### src/rtl/trig_ctrl_pkg.sv
// Shared definitions for the trigger run-controller and its status register block.
// State encodings and status-register bit positions.
package trig_ctrl_pkg;

   typedef enum logic [2:0] {
      ST_IDLE    = 3'd0,
      ST_ARMED   = 3'd1,
      ST_WAIT_P1 = 3'd2,
      ST_CAPTURE = 3'd3,
      ST_HOLDOFF = 3'd4
   } state_t;

   // Status register layout shared with the AXI register block
   localparam int STAT_BUSY_BIT  = 0;
   localparam int STAT_IRQ_BIT   = 1;
   localparam int STAT_TOFV_BIT  = 2;
   localparam int STAT_STATE_LSB = 4;
   localparam int STAT_STATE_MSB = 6;

endpackage

### src/rtl/trigger_arm_ctrl_if.sv
// Config/status and trigger-generator signals of trigger_arm_ctrl.
// ts_capt exists only when TRIG_ARM_TIMESTAMP_EN is defined.
interface trigger_arm_ctrl_if #(
   parameter int CNT_WIDTH  = 32,
   parameter int SHOT_WIDTH = 16
) ();

   logic                  cfg_arm;
   logic                  cfg_abort;
   logic                  cfg_auto_rearm;
   logic [SHOT_WIDTH-1:0] cfg_shots;
   logic [CNT_WIDTH-1:0]  cfg_timeout;
   logic [CNT_WIDTH-1:0]  cfg_holdoff;
   logic                  detect_pls_0;
   logic                  detect_pls_1;
   logic [CNT_WIDTH-1:0]  pulse_tof;
   logic                  trig_enable;
   logic [CNT_WIDTH-1:0]  tof_capt;
   logic                  tof_valid;
   logic [SHOT_WIDTH-1:0] shot_cnt;
   logic [SHOT_WIDTH-1:0] timeout_cnt;
   logic                  busy;
   logic [2:0]            state_o;
   logic                  irq;
`ifdef TRIG_ARM_TIMESTAMP_EN
   logic [63:0]           ts_capt;

   modport master (
      output cfg_arm, cfg_abort, cfg_auto_rearm, cfg_shots, cfg_timeout, cfg_holdoff,
             detect_pls_0, detect_pls_1, pulse_tof,
      input  trig_enable, tof_capt, tof_valid, shot_cnt, timeout_cnt, busy, state_o, irq, ts_capt
   );
   modport slave (
      input  cfg_arm, cfg_abort, cfg_auto_rearm, cfg_shots, cfg_timeout, cfg_holdoff,
             detect_pls_0, detect_pls_1, pulse_tof,
      output trig_enable, tof_capt, tof_valid, shot_cnt, timeout_cnt, busy, state_o, irq, ts_capt
   );
`else
   modport master (
      output cfg_arm, cfg_abort, cfg_auto_rearm, cfg_shots, cfg_timeout, cfg_holdoff,
             detect_pls_0, detect_pls_1, pulse_tof,
      input  trig_enable, tof_capt, tof_valid, shot_cnt, timeout_cnt, busy, state_o, irq
   );
   modport slave (
      input  cfg_arm, cfg_abort, cfg_auto_rearm, cfg_shots, cfg_timeout, cfg_holdoff,
             detect_pls_0, detect_pls_1, pulse_tof,
      output trig_enable, tof_capt, tof_valid, shot_cnt, timeout_cnt, busy, state_o, irq
   );
`endif

endinterface

### src/rtl/trig_ctrl_timer.sv
// Clearable up-counter that stops at its compare value; done while count == limit.
module trig_ctrl_timer #(
   parameter int W = 32
) (
   input  logic         clk,
   input  logic         rst,
   input  logic         clr,
   input  logic [W-1:0] limit,
   output logic         done
);

   logic [W-1:0] cnt;

   always_ff @(posedge clk) begin
      if (rst || clr)        cnt <= '0;
      else if (cnt != limit) cnt <= cnt + W'(1);
   end

   assign done = (cnt == limit);

endmodule

### src/rtl/trigger_arm_ctrl.sv
// Run-controller for the trigger generator: arm, capture TOF per shot, timeout, holdoff, re-arm.
// Optional TRIG_ARM_TIMESTAMP_EN adds a 64-bit timestamp of the pulse-0 edge (ts_capt).
module trigger_arm_ctrl
   import trig_ctrl_pkg::*;
#(
   parameter int CNT_WIDTH  = 32,
   parameter int SHOT_WIDTH = 16
) (
   input  logic              clk,
   input  logic              rst,
   trigger_arm_ctrl_if.slave bus
);

   state_t                state_q, state_d;
   logic                  sh_auto;
   logic [SHOT_WIDTH-1:0] sh_shots;
   logic [CNT_WIDTH-1:0]  sh_timeout, sh_holdoff, ho_limit;
   logic                  p0_q, p1_q, rise0, rise1;
   logic                  to_done, ho_done, to_hit, rearm, arm_acc;
   logic                  trig_en, busy_c, do_capture, do_timeout, run_end, tof_load;
   logic [CNT_WIDTH-1:0]  tof_hold, tof_q;
   logic                  tof_v_q, irq_q;
   logic [SHOT_WIDTH-1:0] shot_q, tmo_q;

   assign rise0   = bus.detect_pls_0 & ~p0_q;
   assign rise1   = bus.detect_pls_1 & ~p1_q;
   assign arm_acc = (state_q == ST_IDLE) && bus.cfg_arm && !bus.cfg_abort;
   assign to_hit  = (sh_timeout != '0) && to_done;
   assign rearm   = sh_auto && ((sh_shots == '0) || (shot_q < sh_shots));
   // Holdoff of 0 behaves as 1; the timer counts from 0 so the compare value is holdoff-1
   assign ho_limit = (sh_holdoff == '0) ? '0 : sh_holdoff - CNT_WIDTH'(1);

   trig_ctrl_timer #(.W(CNT_WIDTH)) u_timeout (
      .clk(clk), .rst(rst), .clr(state_q != ST_WAIT_P1), .limit(sh_timeout), .done(to_done)
   );
   trig_ctrl_timer #(.W(CNT_WIDTH)) u_holdoff (
      .clk(clk), .rst(rst), .clr(state_q != ST_HOLDOFF), .limit(ho_limit), .done(ho_done)
   );

   always_ff @(posedge clk) begin
      if (rst) state_q <= ST_IDLE;
      else     state_q <= state_d;
   end

   always_comb begin
      state_d = state_q;
      case (state_q)
         ST_IDLE:    if (arm_acc) state_d = ST_ARMED;
         ST_ARMED:   if (rise1) state_d = ST_CAPTURE;
                     else if (rise0) state_d = ST_WAIT_P1;
         ST_WAIT_P1: if (rise1) state_d = ST_CAPTURE;
                     else if (to_hit) state_d = ST_HOLDOFF;
         ST_CAPTURE: state_d = ST_HOLDOFF;
         ST_HOLDOFF: if (ho_done) state_d = rearm ? ST_ARMED : ST_IDLE;
         default:    state_d = ST_IDLE;
      endcase
      if (bus.cfg_abort) state_d = ST_IDLE;
   end

   always_comb begin
      trig_en    = (state_q == ST_ARMED) || (state_q == ST_WAIT_P1) || (state_q == ST_CAPTURE);
      busy_c     = (state_q != ST_IDLE);
      tof_load   = rise1 && ((state_q == ST_ARMED) || (state_q == ST_WAIT_P1));
      do_capture = (state_q == ST_CAPTURE) && !bus.cfg_abort;
      do_timeout = (state_q == ST_WAIT_P1) && !rise1 && to_hit && !bus.cfg_abort;
      run_end    = bus.cfg_abort || ((state_q == ST_HOLDOFF) && ho_done && !rearm);
   end

   always_ff @(posedge clk) begin
      if (rst) begin
         p0_q <= 1'b0;  p1_q <= 1'b0;
         sh_auto <= 1'b0;  sh_shots <= '0;  sh_timeout <= '0;  sh_holdoff <= '0;
         tof_hold <= '0;  tof_q <= '0;  tof_v_q <= 1'b0;
         shot_q <= '0;  tmo_q <= '0;  irq_q <= 1'b0;
      end else begin
         // Edge history is dropped while the generator is held off so a level re-triggers
         p0_q <= (state_q == ST_IDLE || state_q == ST_HOLDOFF) ? 1'b0 : bus.detect_pls_0;
         p1_q <= (state_q == ST_IDLE || state_q == ST_HOLDOFF) ? 1'b0 : bus.detect_pls_1;
         if (arm_acc) begin
            sh_auto    <= bus.cfg_auto_rearm;
            sh_shots   <= bus.cfg_shots;
            sh_timeout <= bus.cfg_timeout;
            sh_holdoff <= bus.cfg_holdoff;
            shot_q     <= '0;
            tmo_q      <= '0;
         end
         if (tof_load) tof_hold <= bus.pulse_tof;
         tof_v_q <= do_capture;
         if (do_capture) begin
            tof_q <= tof_hold;
            if (shot_q != '1) shot_q <= shot_q + SHOT_WIDTH'(1);
         end
         if (do_timeout && tmo_q != '1) tmo_q <= tmo_q + SHOT_WIDTH'(1);
         irq_q <= run_end;
      end
   end

`ifdef TRIG_ARM_TIMESTAMP_EN
   logic [63:0] ts_cnt, ts_rise0, ts_q;

   always_ff @(posedge clk) begin
      if (rst) begin
         ts_cnt <= '0;  ts_rise0 <= '0;  ts_q <= '0;
      end else begin
         ts_cnt <= ts_cnt + 64'd1;
         if (rise0 && state_q == ST_ARMED) ts_rise0 <= ts_cnt;
         if (do_capture) ts_q <= ts_rise0;
      end
   end

   assign bus.ts_capt = ts_q;
`endif

   assign bus.trig_enable = trig_en;
   assign bus.busy        = busy_c;
   assign bus.state_o     = state_q;
   assign bus.tof_capt    = tof_q;
   assign bus.tof_valid   = tof_v_q;
   assign bus.shot_cnt    = shot_q;
   assign bus.timeout_cnt = tmo_q;
   assign bus.irq         = irq_q;

endmodule

### src/flat_wrapper.sv
// flat-port wrapper written by rule: the top's interface ports become plain ports
module trigger_arm_ctrl_flat import trig_ctrl_pkg::*;
#(
   parameter int CNT_WIDTH  = 32,
   parameter int SHOT_WIDTH = 16
)
  (clk, rst, bus_cfg_arm, bus_cfg_abort, bus_cfg_auto_rearm, bus_cfg_shots, bus_cfg_timeout, bus_cfg_holdoff, bus_detect_pls_0, bus_detect_pls_1, bus_pulse_tof, bus_trig_enable, bus_tof_capt, bus_tof_valid, bus_shot_cnt, bus_timeout_cnt, bus_busy, bus_state_o, bus_irq);
  trigger_arm_ctrl_if #(.CNT_WIDTH(CNT_WIDTH), .SHOT_WIDTH(SHOT_WIDTH)) bus_i ();
  input  logic clk;
  input  logic rst;
  input wire logic [$bits(bus_i.cfg_arm)-1:0] bus_cfg_arm;
  input wire logic [$bits(bus_i.cfg_abort)-1:0] bus_cfg_abort;
  input wire logic [$bits(bus_i.cfg_auto_rearm)-1:0] bus_cfg_auto_rearm;
  input wire logic [$bits(bus_i.cfg_shots)-1:0] bus_cfg_shots;
  input wire logic [$bits(bus_i.cfg_timeout)-1:0] bus_cfg_timeout;
  input wire logic [$bits(bus_i.cfg_holdoff)-1:0] bus_cfg_holdoff;
  input wire logic [$bits(bus_i.detect_pls_0)-1:0] bus_detect_pls_0;
  input wire logic [$bits(bus_i.detect_pls_1)-1:0] bus_detect_pls_1;
  input wire logic [$bits(bus_i.pulse_tof)-1:0] bus_pulse_tof;
  output wire logic [$bits(bus_i.trig_enable)-1:0] bus_trig_enable;
  output wire logic [$bits(bus_i.tof_capt)-1:0] bus_tof_capt;
  output wire logic [$bits(bus_i.tof_valid)-1:0] bus_tof_valid;
  output wire logic [$bits(bus_i.shot_cnt)-1:0] bus_shot_cnt;
  output wire logic [$bits(bus_i.timeout_cnt)-1:0] bus_timeout_cnt;
  output wire logic [$bits(bus_i.busy)-1:0] bus_busy;
  output wire logic [$bits(bus_i.state_o)-1:0] bus_state_o;
  output wire logic [$bits(bus_i.irq)-1:0] bus_irq;
  assign bus_i.cfg_arm = bus_cfg_arm;
  assign bus_i.cfg_abort = bus_cfg_abort;
  assign bus_i.cfg_auto_rearm = bus_cfg_auto_rearm;
  assign bus_i.cfg_shots = bus_cfg_shots;
  assign bus_i.cfg_timeout = bus_cfg_timeout;
  assign bus_i.cfg_holdoff = bus_cfg_holdoff;
  assign bus_i.detect_pls_0 = bus_detect_pls_0;
  assign bus_i.detect_pls_1 = bus_detect_pls_1;
  assign bus_i.pulse_tof = bus_pulse_tof;
  assign bus_trig_enable = bus_i.trig_enable;
  assign bus_tof_capt = bus_i.tof_capt;
  assign bus_tof_valid = bus_i.tof_valid;
  assign bus_shot_cnt = bus_i.shot_cnt;
  assign bus_timeout_cnt = bus_i.timeout_cnt;
  assign bus_busy = bus_i.busy;
  assign bus_state_o = bus_i.state_o;
  assign bus_irq = bus_i.irq;
  trigger_arm_ctrl #(.CNT_WIDTH(CNT_WIDTH), .SHOT_WIDTH(SHOT_WIDTH)) u_core (.clk(clk), .rst(rst), .bus(bus_i));
endmodule
### config.mk
export PLATFORM = sky130hd
export DESIGN_NAME = trigger_arm_ctrl_flat
export DESIGN_NICKNAME = d
export VERILOG_FILES = /design/src/rtl/trig_ctrl_pkg.sv /design/src/rtl/trigger_arm_ctrl_if.sv /design/src/rtl/trig_ctrl_timer.sv /design/src/rtl/trigger_arm_ctrl.sv /design/src/flat_wrapper.sv
export SDC_FILE = /design/constraint.sdc
export NUM_CORES = 1
export LEC_CHECK = 0
export ABC_AREA = 1
export CORE_MARGIN = 4
export CORE_UTILIZATION = 59
export DETAILED_ROUTE_END_ITERATION = 8
export PLACE_DENSITY = 0.88
export SETUP_SLACK_MARGIN = 0.2
export SLEW_MARGIN = 15
export SYNTH_ARGS = -nofsm -noshare
export SYNTH_HDL_FRONTEND = slang
export SYNTH_SLANG_ARGS = --single-unit
### constraint.sdc
create_clock -name clk -period 4.4 [get_ports clk]
set_clock_uncertainty 0.05 [all_clocks]
set_input_delay 0.66 -clock clk [delete_from_list [all_inputs] [get_ports clk]]
set_output_delay 0.66 -clock clk [all_outputs]
set_load 0.005 [all_outputs]
==> results.json, run 1 <==
{
  "vias": 13600,
  "gp_congestion": 0.983,
  "worstMarginPinSlew_ps": 1030,
  "cts_made_buffers": 27,
  "leakagePower_nw": 6.06,
  "netlist-cell-type-count": 39,
  "cts_resized": 0,
  "netlist_area_um2": 12800,
  "dpl.hpwl_mm": 27.7,
  "hold_ws_ps": 417,
  "max-cap-violations": 0,
  "setup_viol": 0,
  "drive_gt1_share_pct": 3.38,
  "num_rows": 53,
  "synth_edf_count": 0,
  "ys_warn_count": 0,
  "final_cells": 2406,
  "cts_setup_buffers": 0,
  "die_x_um": 156,
  "grt_pass1_vias": 12900,
  "clk_pin_slew_ps": 60,
  "wl_mm": 38.5,
  "synthCells": 1956,
  "yosys.area.top_type": "dfxtp_1",
  "antenna_found_initial": 2,
  "hold_path.class": "register to register",
  "synthArstFlopShare_pct": 0,
  "nets": 2249,
  "grt_max_degree": 118,
  "cts_hold_buffers": 0,
  "vias_per_cell": 5.65,
  "maxSlewHeadroom_pct": 31.2,
  "die_h_um": 156,
  "power_density_nw_per_um2": 348,
  "ys.flop_type": "dfxtp_1",
  "hold_viol_final": 0,
  "ir_drop_uv": 305,
  "first_pass_iters": 6,
  "worstPathRequired_ps": 4800,
  "ant_nets": 0,
  "seq_area_frac_synth_pct": 38.6,
  "layout_min_cycle_time_ps": 3740,
  "grt_pass1_wl_mm": 63.1,
  "status": "finished, final reports clean",
  "fmax_mhz": 268,
  "period_share_pct": 84.9,
  "cts_buffer_depth": 3,
  "placedCellCount": 2356,
  "syn_nets": 2095,
  "worst_skew_pair.late_latency_ps": 540,
  "avgRoutedWirePerCell_um": 16.0,
  "core-area_um2": 21200,
  "fin_util_pct": 74.2,
  "cts.sink_count": 248,
  "drc": 0,
  "syn_avg_cell_area_um2": 6.57,
  "start_util_pct": 60.5,
  "htree_levels": 1,
  "overflow": 0,
  "rsz0062_at_grt": "no",
  "critPathMaxFanout": 44,
  "area_growth_pct": 22.6,
  "drt_iter0_drc": 1124,
  "cp.arrival_ps": 4130,
  "crit_path_end_kind": "register",
  "num_io_pins": 190,
  "finalSetupTns_ps": 0,
  "track_usage_pct": 31.3,
  "dieArea_um2": 24200,
  "cts-root-buf": "clkbuf_16",
  "cp-start-kind": "register",
  "maxSlewViolCount": 0,
  "cts_tree": "built",
  "synthTopCellsByArea": "dfxtp_1 39%, nand2_1 11%, nor2_1 9.5%",
  "portBuffers": 189,
  "crit_type": "register to register",
  "synth_top_cell_area_share_pct": 38.6,
  "synth-seq-cells": 248
}
final cells by class:
cell class | instances | area (um^2)
Clock buffer | 40 | 795
Timing Repair Buffer | 198 | 1960
Antenna cell | 3 | 7.51
Tap cell | 275 | 344
Fill cell | 1739 | 5470
Clock inverter | 7 | 91.3
Multi-Input combinational cell | 1419 | 6780
Sequential cell | 248 | 4960
Inverter | 216 | 812
final timing paths:
kind                                                        start                               endpoint  slack (ps)  cells after the start
worst max-delay path            u_core.sh_holdoff[0]$_SDFFE_PP0P_  u_core.u_holdoff.cnt[25]$_SDFFE_PP0P_         660                     17
worst min-delay path              u_core.sh_shots[0]$_SDFFE_PP0P_        u_core.sh_shots[0]$_SDFFE_PP0P_         420                      2
worst max register to register  u_core.sh_holdoff[0]$_SDFFE_PP0P_  u_core.u_holdoff.cnt[25]$_SDFFE_PP0P_         660                     17
worst min register to register    u_core.sh_shots[0]$_SDFFE_PP0P_        u_core.sh_shots[0]$_SDFFE_PP0P_         420                      2
flip-flops by register name (all words and copies together) (netlist names), 3 cells and up:
name                    flops
u_core.bus.tof_capt        32
u_core.sh_holdoff          32
u_core.u_timeout.cnt       32
u_core.tof_hold            32
u_core.bus.timeout_cnt     16
u_core.sh_timeout          32
u_core.bus.shot_cnt        16
u_core.bus.state_o          3
u_core.sh_shots            16
u_core.u_holdoff.cnt       32
per-layer routing:
metal / up-vias / share of wire [%] / GRT usage, %
met5: - / 0 / 0
met4: 0 / 3.0 / 10.3
met3: 87 / 11 / 8.77
met2: 582 / 45 / 51.7
met1: 6217 / 41 / 39.8
li1: 6696 / - / -
cells by family after synthesis:
family / count (synthesis) / synth area share (%)
buffers and inverters: 289 / 8.74
AOI/OAI and AO/OA: 388 / 15.5
adders and majority gates: 20 / 1.95
DFF: 248 / 38.6
xor gates and xnor gates: 56 / 3.82
and+or+nand+nor: 955 / 31.4
cells in the final DEF, fill, tap and decap left out, types with 50 or more instances in the layout:
cell	instances
nand2_1	389
nor2_1	326
dfxtp_1	248
inv_1	211
o21ai_0	193
clkdlybuf4s50_1	189
a21oi_1	171
nand3_1	84
nor3_1	54
xor2_1	50
nand4_1	50
synthesized netlist by cell type, drive strengths merged, types with 3 or more instances:
cell	number
a21oi	172
a221oi	4
a31oi	3
buf	12
clkbuf	61
dfxtp	248
ha	20
inv	215
nand2	394
nand3	86
nand4	50
nor2	333
nor3	54
nor3b	4
nor4	26
o21ai	198
o21bai	3
or2	3
xnor2	6
xor2	50
worst max-delay path, cell delays in order (launching register included):
cell     delay [ps]
dfxtp_1         320
inv_1           150
ha_1            260
nand2_2         140
nor2_4          270
nand2_2         100
inv_2            70
nand2_2         430
nand3_1         270
nand4_1         110
nor2_1          100
nand2_1          70
nor2_1          210
nand3_2          80
buf_4           250
inv_2           470
nand2_1         120
a21oi_1         170
per-stage QoR:
stage	cell area, um^2	total power, W	worst slack, ps
finish	15800	0.00547	665
detailed placement	14900	0.00323	776
global route	15800	0.00570	285
floorplan	12800	0.00294	2000
CTS	15700	0.00548	725
global placement	14900	0.00320	960
power breakdown:
group          leakage (nW)  switching (W)  internal [W]  total (W)
Sequential             2.01      0.0000670       0.00234    0.00240
Clock                 0.435       0.000913       0.00136    0.00227
Combinational          3.61       0.000492      0.000309   0.000801
Note: power is estimated with default switching activity, not from simulation.
==> run 2: changes to the inputs <==
--- a/config.mk
+++ b/config.mk
@@ -7,9 +7,9 @@
 export LEC_CHECK = 0
 export ABC_AREA = 1
 export CORE_MARGIN = 4
-export CORE_UTILIZATION = 59
+export CORE_UTILIZATION = 55
 export DETAILED_ROUTE_END_ITERATION = 8
-export PLACE_DENSITY = 0.88
+export PLACE_DENSITY = 0.83
 export SETUP_SLACK_MARGIN = 0.2
 export SLEW_MARGIN = 15
 export SYNTH_ARGS = -nofsm -noshare
==> constraint.sdc (replaced) <==
create_clock -name clk -period 3.8 [get_ports clk]
set_clock_uncertainty 0.05 [all_clocks]
set_input_delay 0.57 -clock clk [delete_from_list [all_inputs] [get_ports clk]]
set_output_delay 0.57 -clock clk [all_outputs]
set_load 0.005 [all_outputs]
==> run 2 against run 1 <==
  * Routed wire length down 1.2%
  * Die area rose by 6.9%
  * Sequential share of layout area shrank 0.44 points
  * Worst hold slack better by 11 ps
  * Core utilization is 4.1 points lower
  * First-iteration DRC count decreased by 6.3%
  * Power increased by 19%
  * Combinational power grew 16%
  * Global-route usage shrank 3.1 points
  * Setup slack got worse by 92 ps
  * Largest cell class unchanged
  * Largest power group is now the clock network
==> results.json, run 2 (synthesized netlist as in run 1, its figures left out) <==
{
  "setup_viol": 0,
  "area_growth_pct": 24.3,
  "maxSlewViolCount": 0,
  "placedCellCount": 2401,
  "ir_drop_uv": 397,
  "drt_iter0_drc": 1053,
  "die_x_um": 161,
  "crit_type": "register to register",
  "drive_gt1_share_pct": 4.11,
  "worstMarginPinSlew_ps": 1050,
  "layout_min_cycle_time_ps": 3230,
  "grt_pass1_vias": 12600,
  "core-area_um2": 22800,
  "worstPathRequired_ps": 4210,
  "cts_resized": 0,
  "worst_skew_pair.late_latency_ps": 560,
  "num_rows": 55,
  "ff2ff_path_depth": 18,
  "cp-start-kind": "register",
  "avgRoutedWirePerCell_um": 15.5,
  "status": "finished, final reports clean",
  "hold_viol_final": 0,
  "cts_buffer_depth": 3,
  "dp_slack_ps": 387,
  "rsz0062_at_grt": "no",
  "final_cell_mix": "390 x nand2_1, 325 x nor2_1, 248 x dfxtp_1",
  "die_h_um": 161,
  "cts-root-buf": "clkbuf_16",
  "portBuffers": 189,
  "max-cap-violations": 0,
  "maxSlewHeadroom_pct": 29.7,
  "start_util_pct": 56.4,
  "leakagePower_nw": 6.17,
  "hold_path.class": "register to register",
  "power.total_w": 0.00653,
  "whs_path_depth": 2,
  "critPathMaxFanout": 44,
  "final_cells": 2453,
  "clk_pin_slew_ps": 60,
  "vias": 13500,
  "final_common_cell": "nand2_1",
  "first_pass_iters": 5,
  "fillers": 1907,
  "cts_setup_buffers": 0,
  "overflow": 0,
  "num_io_pins": 190,
  "vias_per_cell": 5.50,
  "power_density_nw_per_um2": 409,
  "dpl.hpwl_mm": 27.7,
  "gp_congestion": 0.989,
  "crit_path_end_kind": "register",
  "track_usage_pct": 28.2,
  "fin_util_pct": 70.1,
  "cts_made_buffers": 28,
  "setup_ws_ps": 572,
  "wl_mm": 38.0,
  "dieArea_um2": 25900,
  "grt_pass1_wl_mm": 61.3,
  "cts.sink_count": 248,
  "drc": 0,
  "fmax_mhz": 310,
  "cp.arrival_ps": 3640,
  "ant_nets": 0,
  "cts_hold_buffers": 0,
  "finalSetupTns_ps": 0,
  "period_share_pct": 84.9,
  "htree_levels": 1,
  "grt_max_degree": 68,
  "nets": 2257,
  "cts_tree": "built",
  "antenna_found_initial": 1,
  "diodes": 0
}
==> run 2: changes by cell type in the layout (fill, tap and decap cells not counted), moves of 2 or more <==
cell,previous run,this run
buf_4,9,14
clkbuf_1,6,2
clkbuf_8,7,11
clkinv_2,4,7
diode_2,3,0
buf_12,0,2
nand2_2,5,3
==> run 2: metal layers <==
layer  part of all wire (%)  GRT usage [%]
met1                     42           35.8
met3                    9.4           8.13
met2                     44           45.3
met4                    4.3           11.0
met5                  0.034              0
==> run 2: final cells by class <==
class,instances,area [um^2],area share (%)
multi-input cells,1419,6780,42.5
flip-flops and latches,248,4960,31.1
repair buffers,205,2040,12.7
clock buffers,41,860,5.38
inverters,216,813,5.09
well taps,313,392,2.45
clock inverters,11,126,0.791
==> run 2: path summary, 6_finish.rpt <==
check	from	to	slack, ps
worst max-delay path	u_core.sh_holdoff[0]$_SDFFE_PP0P_	u_core.u_holdoff.cnt[12]$_SDFFE_PP0P_	570
worst min register to register	u_core.sh_shots[5]$_SDFFE_PP0P_	u_core.sh_shots[5]$_SDFFE_PP0P_	430
worst min-delay path	u_core.sh_shots[5]$_SDFFE_PP0P_	u_core.sh_shots[5]$_SDFFE_PP0P_	430
worst max register to register	u_core.sh_holdoff[0]$_SDFFE_PP0P_	u_core.u_holdoff.cnt[12]$_SDFFE_PP0P_	570
==> run 2: worst max-delay path: stages, from the launching register on <==
cell and delay [ps]:
dfxtp_1 310, inv_1 120, ha_1 250, nand2_2 140, nor2_4 260, nand2_2 110, inv_2 80, nand2_4 240
nand2_1 150, nand2_1 50, nand2_1 60, nand2_1 60, nor2_1 110, nand2_1 60, nor2_1 170, nand3_2 170
clkinv_2 410, nand2_1 140, a21oi_1 190
==> run 2: stage by stage <==
stage	hold WS, ps	instance area [um^2]
2_1_floorplan	389	12800
3_3_place_gp	410	15000
3_5_place_dp	422	15000
4_1_cts	432	16000
5_1_grt	448	16000
6_report	427	16000
==> run 2: where the power goes <==
group	internal, W	switching (W)	leakage [nW]	total [W]
clock network	0.00171	0.00112	0.490	0.00282
logic	0.000365	0.000561	3.66	0.000926
registers	0.00270	0.0000750	2.01	0.00278
==> run 3: changes to the inputs <==
==> constraint.sdc (replaced) <==
create_clock -name clk -period 3.2 [get_ports clk]
set_clock_uncertainty 0.05 [all_clocks]
set_input_delay 0.48 -clock clk [delete_from_list [all_inputs] [get_ports clk]]
set_output_delay 0.48 -clock clk [all_outputs]
set_load 0.005 [all_outputs]
==> run 3 against run 2 <==
  * Global-route usage increased by 0.43 points
  * Worst hold slack got worse by 1.9 ps
  * Final cell count increased by 0.69%
  * First-iteration DRC count increased by 24%
  * Sequential power is 19% higher
  * Critical path depth fell by 13
  * Setup slack got worse by 210 ps
  * Via count grew 0.82%
  * Largest power group unchanged
==> results.json, run 3 (synthesized netlist as in run 1, its figures left out) <==
{
  "nets": 2275,
  "layout_min_cycle_time_ps": 2840,
  "wl_mm": 38.9,
  "grt_pass1_vias": 12700,
  "grtUsageMet1_pct": 38.1,
  "cts_buffer_depth": 3,
  "grtUsageMet2_pct": 46.2,
  "power_density_nw_per_um2": 488,
  "crit_type": "register to output pin",
  "r2r_start": "u_core.sh_holdoff[24]$_SDFFE_PP0P_",
  "placedCellCount": 2409,
  "dieArea_um2": 25900,
  "drc": 0,
  "diodes": 0,
  "dp_slack_ps": 152,
  "dpl.hpwl_mm": 28.4,
  "ant_nets": 0,
  "cts_made_buffers": 27,
  "hold_path.class": "register to register",
  "cp-start-kind": "register",
  "startpoint": "u_core.bus.state_o[1]$_SDFFE_PP0P_",
  "drt_iter0_drc": 1306,
  "worst_skew_pair.late_latency_ps": 550,
  "track_usage_pct": 28.6,
  "gp_congestion": 0.967,
  "start_util_pct": 56.4,
  "maxSlewViolCount": 0,
  "setup_ws_ps": 358,
  "first_pass_iters": 6,
  "antenna_found_initial": 0,
  "critPathMaxFanout": 5,
  "finalSetupTns_ps": 0,
  "overflow": 0,
  "fmax_mhz": 352,
  "ir_drop_uv": 412,
  "final_common_cell": "nand2_1",
  "area_growth_pct": 26.2,
  "cp.arrival_ps": 2310,
  "status": "finished, final reports clean",
  "htree_levels": 1,
  "final_cell_mix": "387 x nand2_1, 322 x nor2_1, 248 x dfxtp_1",
  "core-area_um2": 22800,
  "maxSlewHeadroom_pct": 39.1,
  "worstPathRequired_ps": 2670,
  "worstHoldStart": "u_core.sh_shots[15]$_SDFFE_PP0P_",
  "drive_gt1_share_pct": 5.24,
  "grt_pass1_wl_mm": 62.6,
  "leakagePower_nw": 6.26,
  "final_cells": 2470,
  "setup_viol": 0,
  "num_rows": 55,
  "die_h_um": 161,
  "max-cap-violations": 0,
  "globalRouteMet3Util_pct": 7.62,
  "cts_hold_buffers": 0,
  "cts_tree": "built",
  "cts.sink_count": 248,
  "portBuffers": 189,
  "hold_viol_final": 0,
  "cts-root-buf": "clkbuf_16",
  "avgRoutedWirePerCell_um": 15.7,
  "die_x_um": 161,
  "busiest_layer": "met2",
  "worstMarginPinSlew_ps": 910,
  "vias": 13600,
  "vias_per_cell": 5.51,
  "clk_pin_slew_ps": 60,
  "num_io_pins": 190,
  "grt_max_degree": 64,
  "rsz0062_at_grt": "yes",
  "period_share_pct": 88.8,
  "crit_path_end_kind": "output pin"
}
-- run 3: cell types whose count changed in the layout (fill, tap and decap cells not counted), sizes merged --
cell      previous run  this run
inv                215       213
clkinv               9         8
clkbuf              41        36
clkinvlp             1         3
bufinv               2         7
buf                 16        34
-- run 3: per-stage QoR --
stage               cell area [um^2]  hold slack [ps]  power (W)  utilization (%)
finish                         16200              425    0.00791             71.2
global route                   16200              446    0.00823             71.2
CTS                            16000              428    0.00791             70.4
detailed placement             15000              417    0.00445             66.0
global placement               15000              410    0.00443             66.0
floorplan                      12800              389    0.00405                -
-- run 3: final timing paths --
| kind | endpoint | slack [ps] | cells past startpoint |
|---|---|---|---|
| max | bus_busy | 360 | 5 |
| min reg2reg | u_core.sh_shots[15]$_SDFFE_PP0P_ | 430 | 2 |
| min | u_core.sh_shots[15]$_SDFFE_PP0P_ | 430 | 2 |
| max reg2reg | u_core.u_holdoff.cnt[2]$_SDFFE_PP0P_ | 400 | 18 |
-- run 3: area by class of cell --
type / count / area [um^2]
Tap cell: 313 / 392
Clock buffer: 35 / 736
Fill cell: 1903 / 6560
Sequential cell: 248 / 4960
Inverter: 216 / 821
Timing Repair Buffer: 224 / 2200
Clock inverter: 15 / 259
Multi-Input combinational cell: 1419 / 6840
-- run 3: routing by layer --
layer | vias to the layer above | part of all wire (%)
li1 | 6751 | -
met1 | 6213 | 43
met2 | 572 | 44
met3 | 75 | 10
met4 | 0 | 2.5
met5 | - | 0
-- run 3: timing repair --
item / in CTS / in global routing
resized for setup: 1 / 28
cloned: 0 / 1
pin swaps: 1 / 3
setup buffers: 2 / 8
setup endpoints to repair: 26 / 57
-- run 3: worst max-delay path, stage by stage, from the launching register on --
cell	delay [ps]
dfxtp_1	360
nor2_1	310
inv_1	120
nor2_1	320
inv_1	120
clkdlybuf4s50_1	540
-- run 3: power by group --
group | internal (W) | total, W | switching [W]
logic | 0.000448 | 0.00113 | 0.000680
clock network | 0.00219 | 0.00348 | 0.00130
registers | 0.00321 | 0.00330 | 0.0000918
total | 0.00585 | 0.00791 | 0.00207
